### config.mk
export PLATFORM = sky130hd
export DESIGN_NAME = tune_seq
export DESIGN_NICKNAME = d
export VERILOG_FILES = /design/src/rtl/tune_seq.sv
export SDC_FILE = /design/constraint.sdc
export NUM_CORES = 1
export LEC_CHECK = 0
export BUFFER_PORTS_ARGS = -buffer_cell sky130_fd_sc_hd__buf_2
export CORE_MARGIN = 2
export CORE_UTILIZATION = 35
export DETAILED_ROUTE_END_ITERATION = 6
export PLACE_DENSITY = 0.64
export SLEW_MARGIN = 5
export SYNTH_ARGS = -nofsm -noshare
export SYNTH_HDL_FRONTEND = slang
export SYNTH_SLANG_ARGS = --single-unit
### constraint.sdc
create_clock -name clk -period 9.5 [get_ports clk]
set_input_delay 0.95 -clock clk [delete_from_list [all_inputs] [get_ports clk]]
set_output_delay 0.95 -clock clk [all_outputs]
set_load 0.005 [all_outputs]
### src/rtl/tune_seq.sv
// tune_seq: steps through a table of NUM_NOTES notes and plays each one as a
// square wave on pwm. Each note is a half-period (freq) and a length (dur, in
// ticks of clockSpeed clk cycles). A note with dur 0 is skipped. A note with
// freq 0 is a rest. The table is played repThreshold times, or until stop when
// loopMode is set. A pass in which no note was played ends the run.
module tune_seq #(
  parameter int NUM_NOTES = 8,
  parameter int FREQ_W    = 10,
  parameter int DUR_W     = 10,
  parameter int REP_W     = 8,
  parameter int DIV_W     = 32
) (
  input  logic                         clk,
  input  logic                         nReset,
  input  logic                         start,
  input  logic                         stop,
  input  logic                         loopMode,
  input  logic [NUM_NOTES*FREQ_W-1:0]  freqs,
  input  logic [NUM_NOTES*DUR_W-1:0]   durs,
  input  logic [REP_W-1:0]             repThreshold,
  input  logic [DIV_W-1:0]             clockSpeed,
  output logic                         pwm,
  output logic                         makingMusic,
  output logic [$clog2(NUM_NOTES)-1:0] noteIdx,
  output logic                         done
);

  localparam int               IDX_W    = $clog2(NUM_NOTES);
  localparam logic [IDX_W-1:0] LAST_IDX = IDX_W'(NUM_NOTES - 1);

  typedef enum logic [1:0] {
    IDLE,
    NEXT,
    PLAY,
    FINISH
  } state_t;

  state_t state;

  // Run configuration. It is captured at start so that later input changes
  // only affect the next run.
  logic [REP_W-1:0]  rep_thr;
  logic [DIV_W-1:0]  tick_div;

  // Pass bookkeeping.
  logic [REP_W-1:0]  rep_cnt;
  logic              any_played;

  // The current note. It is captured in NEXT so that the table may change
  // while the note plays.
  logic [FREQ_W-1:0] cur_freq;
  logic [DUR_W-1:0]  cur_dur;
  logic [FREQ_W-1:0] tone_cnt;
  logic [DIV_W-1:0]  tick_cnt;

  // Per-note views of the flat tables.
  logic [FREQ_W-1:0] freq_tab [NUM_NOTES];
  logic [DUR_W-1:0]  dur_tab  [NUM_NOTES];

  // Decode results.
  logic [FREQ_W-1:0] sel_freq;
  logic [DUR_W-1:0]  sel_dur;
  logic              last_note;
  logic              tone_hit;
  logic              tick_hit;
  logic              note_end;
  logic              advance;
  logic [REP_W:0]    rep_next;
  logic              pass_limit;
  logic              finish_now;
  logic [REP_W-1:0]  rep_cnt_inc;

  // Unpack the flat note tables into per-note fields.
  always_comb begin
    for (int i = 0; i < NUM_NOTES; i++) begin
      freq_tab[i] = freqs[i*FREQ_W +: FREQ_W];
      dur_tab[i]  = durs[i*DUR_W +: DUR_W];
    end
  end

  // Decode the selected note, the counter terminal counts and the advance decision.
  // NOTE: every signal here is assigned on every pass through the block, so no latch is inferred.
  always_comb begin
    sel_freq    = freq_tab[noteIdx];
    sel_dur     = dur_tab[noteIdx];
    last_note   = (noteIdx == LAST_IDX);
    tone_hit    = (cur_freq != '0) && (tone_cnt == cur_freq - FREQ_W'(1));
    tick_hit    = (tick_cnt == tick_div - DIV_W'(1));
    // cur_dur is never 0 in PLAY, so the tick that sees 1 is the last tick of the note.
    note_end    = tick_hit && (cur_dur == DUR_W'(1));
    advance     = ((state == NEXT) && (sel_dur == '0)) ||
                  ((state == PLAY) && note_end);
    // The compare is one bit wider, so a full rep_cnt cannot alias a small threshold.
    rep_next    = {1'b0, rep_cnt} + (REP_W+1)'(1);
    pass_limit  = !loopMode && (rep_next == {1'b0, rep_thr});
    // A pass that played nothing ends the run even in loop mode.
    finish_now  = last_note && (pass_limit || !any_played);
    // In loop mode rep_cnt saturates instead of wrapping.
    rep_cnt_inc = (&rep_cnt) ? rep_cnt : rep_next[REP_W-1:0];
  end

  // Sequencer FSM. It takes one edge per NEXT decision and one edge per PLAY
  // cycle. All outputs are registered here.
  // NOTE: all state uses non-blocking assignments, so every register reads its pre-edge value.
  always_ff @(posedge clk or negedge nReset) begin
    if (!nReset) begin
      state       <= IDLE;
      rep_thr     <= '0;
      tick_div    <= '0;
      rep_cnt     <= '0;
      any_played  <= 1'b0;
      cur_freq    <= '0;
      cur_dur     <= '0;
      tone_cnt    <= '0;
      tick_cnt    <= '0;
      pwm         <= 1'b0;
      makingMusic <= 1'b0;
      noteIdx     <= '0;
      done        <= 1'b0;
    end else if (stop) begin
      // An abort from any state. It never produces a done pulse.
      state       <= IDLE;
      pwm         <= 1'b0;
      makingMusic <= 1'b0;
      noteIdx     <= '0;
      done        <= 1'b0;
    end else begin
      done <= 1'b0;

      case (state)
        IDLE: begin
          if (start) begin
            rep_thr     <= (repThreshold == '0) ? REP_W'(1) : repThreshold;
            tick_div    <= (clockSpeed == '0)   ? DIV_W'(1) : clockSpeed;
            noteIdx     <= '0;
            rep_cnt     <= '0;
            any_played  <= 1'b0;
            pwm         <= 1'b0;
            makingMusic <= 1'b1;
            state       <= NEXT;
          end
        end

        NEXT: begin
          // A zero-length note is handled by the advance path below.
          if (sel_dur != '0) begin
            cur_freq   <= sel_freq;
            cur_dur    <= sel_dur;
            tone_cnt   <= '0;
            tick_cnt   <= '0;
            pwm        <= 1'b0;
            any_played <= 1'b1;
            state      <= PLAY;
          end
        end

        PLAY: begin
          // Tone generator. pwm toggles every cur_freq cycles. A rest leaves pwm at 0.
          if (cur_freq != '0) begin
            if (tone_hit) begin
              pwm      <= ~pwm;
              tone_cnt <= '0;
            end else begin
              tone_cnt <= tone_cnt + FREQ_W'(1);
            end
          end
          // Duration ticks. The last tick is handled by the advance path below.
          if (tick_hit) begin
            tick_cnt <= '0;
            cur_dur  <= cur_dur - DUR_W'(1);
          end else begin
            tick_cnt <= tick_cnt + DIV_W'(1);
          end
        end

        FINISH: begin
          state <= IDLE;
        end

        default: begin
          state <= IDLE;
        end
      endcase

      // Shared advance path for skipped notes and finished notes. These
      // assignments come after the case, so they override its pwm and state updates.
      if (advance) begin
        pwm     <= 1'b0;
        noteIdx <= last_note ? '0 : noteIdx + IDX_W'(1);
        if (last_note) begin
          rep_cnt    <= rep_cnt_inc;
          any_played <= 1'b0;
        end
        if (finish_now) begin
          state       <= FINISH;
          makingMusic <= 1'b0;
          done        <= 1'b1;
        end else begin
          state <= NEXT;
        end
      end
    end
  end

endmodule

* Word-level counts from Yosys, hierarchy flattened *
Cells that the tools add are included.

storage, ports and cells
  bits in registers = 119
  bits of input ports = 205
  output and inout port bits = 6
  word-level logic and storage cells = 125

cells by class
  add/subtract/negate cells = 7
  magnitude comparators = 1
  equality and inequality tests = 16
  multiplexer cells = 54
  bitwise operators = 3
  reductions and logical operators = 31

operators by type and width
  operator                                                              count
  32-bit 2-to-1 mux                                                     3
  10-bit 2-to-1 mux                                                     9
  32-bit case mux with 2 select lines                                   1
  10-bit binary-select mux with 3-bit select                            2
  8-bit 2-to-1 mux                                                      6
  10-bit case mux with 2 select lines                                   2
  32-bit by 1-bit adder with 32-bit output, second input constant       1
  32-bit == test                                                        1
  32-bit zero test                                                      1
  32-bit by 1-bit subtractor with 32-bit output, second input constant  1
  10-bit nonzero test                                                   2
  10-bit by 1-bit subtractor with 10-bit output, second input constant  2
  1-bit 2-to-1 mux                                                      18
  3-bit 2-to-1 mux                                                      5
  4-bit inequality test, second input constant                          3
  3-bit AND reduction                                                   4
  10-bit by 1-bit adder with 10-bit output, second input constant       1
  10-bit by 1-bit == test with 1-bit output, second input constant      1
  10-bit == test                                                        1
  10-bit zero test                                                      1
  2-bit 2-to-1 mux                                                      5
  5-bit nonzero test                                                    2
  8-bit by 1-bit adder with 9-bit output, second input constant         1
  9-bit by 8-bit == test with 1-bit output                              1
  25 further kinds                                                      38

* Longest topological paths before layout *
  depth in word-level cells = 9
  gate-level depth with buffers = 13

* Least setup slack after synthesis *
No wires, ideal clock.

  kind = reg-to-reg
  start point = reg tick_div[19]
  end point = reg tick_cnt[0]
  data arrival time = 3256 ps
  path slack = 6119 ps
  cell stages (with the launch flop) = 12
  path buffers = 2
  clock period less this slack = 3381 ps
  cell sequence = dfrtp_1 > clkbuf_1 > or4_1 > or3_1 > o31a_1 > or4b_1 > o211a_1 > a211o_1 > o21ai_2 > buf_2 > nor2_1 > mux2_2

between the ends
  word-level cells in the longest chain between the ends = 4

RTL lines
  item                                           line  RTL
  start, declared                                43    logic [DIV_W-1:0] tick_div;
  start signal, assigned                         134   tick_div <= (clockSpeed == '0) ? DIV_W'(1) : clockSpeed;
  32-bit by 1-bit subtractor with 32-bit output  88    tick_hit = (tick_cnt == tick_div - DIV_W'(1));
  32-bit == test                                 88
  32-bit 2-to-1 mux                              168   if (tick_hit) begin
  32-bit case mux with 2 select lines            130   case (state)
  end signal, assigned                           172   tick_cnt <= tick_cnt + DIV_W'(1);
  end, declared                                  54    logic [DIV_W-1:0] tick_cnt;

Every way passes these cells.
A chain may end at the register's enable or synchronous reset.

* Worst setup path after layout *
  start point = reg tick_div[0]
  end point = reg tick_cnt[21]

The elaborated chain is that of the path after synthesis.

==> metrics.txt <==
number of global-route vias before repair=7806; DRC Markers=0; num rows=58; drt wl/cell=17.3 µm; initial antenna violation count=0; Hold Violations, Final=0; final setup violation count=0; combinational share of power=29.9%; fmax=0.210 GHz; post-synth top area share=33.7%; crit path time final=4.75 ns; CP startpoint=tick_div[0]; DRT Wirelength=25.1 mm; CP max stage delay=0.68 ns; CTS max path bufs=2; worst rel slew slack=23.9%; Int Pwr=1.41 mW; Hold Crit Class=reg -> reg; leakage power=4.39 nW; worst skew pair latency=0.43 ns; WP buf/inv=2; I/O pins=211; Crit path arrival time=5.05 ns; drt pass-1 iters=5; IO Port Bufs=210; PwrDens=200 nW/µm²; CP Launch Type=register; clock tree from TritonCTS=done; Min Hold Slack=0.502 ns; final core occ=43.3%; skew final=0.00948 ns; Via Count=8110; sequential share of the synthesized area=33.7%; Yosys reg bits=119; Post-CTS Resized=0; Cell Chain, Critical Path=inv_1 > ha_1 > nor4b_4 > nand4_2 > or4_1 > a21oi_1 > o211ai_1 > or4_1 > o21ai_2 > and2_1 > buf_4 > nor2_1; layout cells sized above 1=32.0%; post-CTS setup buffer count=0; global-route wire length before repair=40.0 mm; GRT Util Overall=18.8%; Final TNS setup=0 ns; hold buffers post-CTS=0; type of the worst setup path=reg -> reg; Final GP Congestion=0.886; CP top delay family=simple AND/OR/NAND/NOR gates; largest net degree at the start of global routing=71; Sw Ratio=34.7%; Synth Flop Type=dfrtp_1; post-layout worst setup margin=4.75 ns; CTS Buf Count=17; Slew Viols, Final=0; critical path fanouts, max=24; die width=163 µm; CTS clk-pin slew, worst paths=0.06 ns; sequential power share=37.1%; Synth Cell Area=8830 µm²; worst vdd rail ir drop=133 µV; Core Area=25000 µm²; most frequent cell after synthesis=dfrtp_1; Syn Inst Count=924; slowest stage cell, crit path=o21ai_2; clock share of power=33.0%; height of the die=163 µm; clock sinks=119; Initial DRC Count=558; CP most frequent cell=or4_1; status=finished clean; Post-DP HPWL=18.7 mm; Die Area=26500 µm²; clock root buffer=clkbuf_16; Commonest cells post-synth=119 x dfrtp_1, 79 x nor2_1, 57 x o21ai_0, 52 x nand2_1, 48 x mux2_2; hold path start=rep_thr[0]; Net Switching=748 µW; post-route ant nets=0; initial core utilization=35.4%; pre-CTS setup slack=4.83 ns; FILL cells=2450; grt ovf=0; net count after synthesis=1143; Nets=1328; ranking of synthesized cells by area=dfrtp_1 34%, mux4_2 10%, mux2_2 6.1%; area delta synth->final=22.4%; final period utilization=50.1%; worst-margin pin slew=1.14 ns; # diodes=0; Synth cell types=70; H-Tree Depth=4; WP data required=9.80 ns; syn avg cell area=9.55 µm²; RSZ-0062 raised after global routing=false; CP endpoint kind=register; Post-synth EDFFs=0; vias per inst=5.59; Syn. warnings=0; Reg2Reg Launch Point=tick_div[0]; Post-synth ARST share=100%; max cap viols=0; most area-hungry cell type in the Yosys netlist=dfrtp_1
logic make-up after synthesis:
group / count (synthesis) / share of synthesized area [%]
flops: 119 / 33.7
simple gates: 344 / 21.1
mux: 105 / 18.3
compound gates: 173 / 12.6
xor+xnor: 88 / 8.73
fa+ha+maj: 14 / 1.98
buf+inv: 81 / 3.60
power by group through the flow:
stage | logic [mW] | registers (mW) | clock network (mW)
5_1_grt | 0.721 | 0.824 | 0.742
3_5_place_dp | 0.640 | 0.804 | 0
6_report | 0.644 | 0.800 | 0.712
4_1_cts | 0.643 | 0.797 | 0.718
3_3_place_gp | 0.625 | 0.799 | 0
2_1_floorplan | 0.525 | 0.726 | 0
final timing paths:
kind	slack [ns]	cells past startpoint	endpoint
max	4.75	12	tick_cnt[21]
min	0.50	2	rep_thr[0]
max reg2reg	4.75	12	tick_cnt[21]
min reg2reg	0.50	2	rep_thr[0]
max in group asynchronous	7.61	2	noteIdx[0]
min in group asynchronous	0.66	1	tick_div[23]
final cells by class:
class / instances / area (µm²) / share of cell area (%)
well taps: 330 / 413 / 3.82
clock buffers: 21 / 480 / 4.45
clock inverters: 11 / 170 / 1.57
flip-flops and latches: 119 / 2980 / 27.6
inverters: 29 / 109 / 1.01
multi-input cells: 724 / 5540 / 51.3
repair buffers: 218 / 1110 / 10.3
cells in the final DEF (no fill, tap or decap), types with 19 or more instances in the layout:
master and instances:
nand4_1 19, mux2_2 48, o21ai_0 57, nor3_1 31
nor2_1 79, nand2_1 52, xnor2_1 46, inv_1 29
nand3_1 35, a21oi_1 34, mux4_2 40, nor4_1 30
dfrtp_1 117, xor2_1 42, buf_2 209
stage by stage:
step	cell area, µm²	instances	power [mW]
2_1_floorplan	8830	924	1.25
3_3_place_gp	10200	1420	1.42
3_5_place_dp	10200	1420	1.44
4_1_cts	10800	1452	2.16
5_1_grt	10800	1452	2.29
6_report	10800	1452	2.16
per-layer routing:
layer | GRT usage [%] | share of wire (%) | wire length [µm] | up-vias
li1 | - | - | - | 3857
met1 | 25.5 | 44 | 11100 | 3972
met2 | 30.5 | 48 | 12100 | 246
met3 | 3.36 | 5.3 | 1340 | 35
met4 | 6.15 | 2.2 | 543 | 0
met5 | 0 | 0 | 0 | -
flip-flops by register name, indices dropped and copies added, names as in the netlist:
name / flops
tick_div: 32
tick_cnt: 32
state: 2
pwm: 1
rep_cnt: 8
tone_cnt: 10
cur_freq: 10
done: 1
rep_thr: 8
cur_dur: 10
noteIdx: 3
any_played: 1
makingMusic: 1
worst reg2reg max path, stage by stage, from the launching register on:
cell,delay (ns)
dfrtp_1,0.42
inv_1,0.09
ha_1,0.21
nor4b_4,0.48
nand4_2,0.32
or4_1,0.53
a21oi_1,0.21
o211ai_1,0.12
or4_1,0.59
o21ai_2,0.68
and2_1,0.50
buf_4,0.36
nor2_1,0.10
No activity file was read; power rests on OpenSTA's default activity.
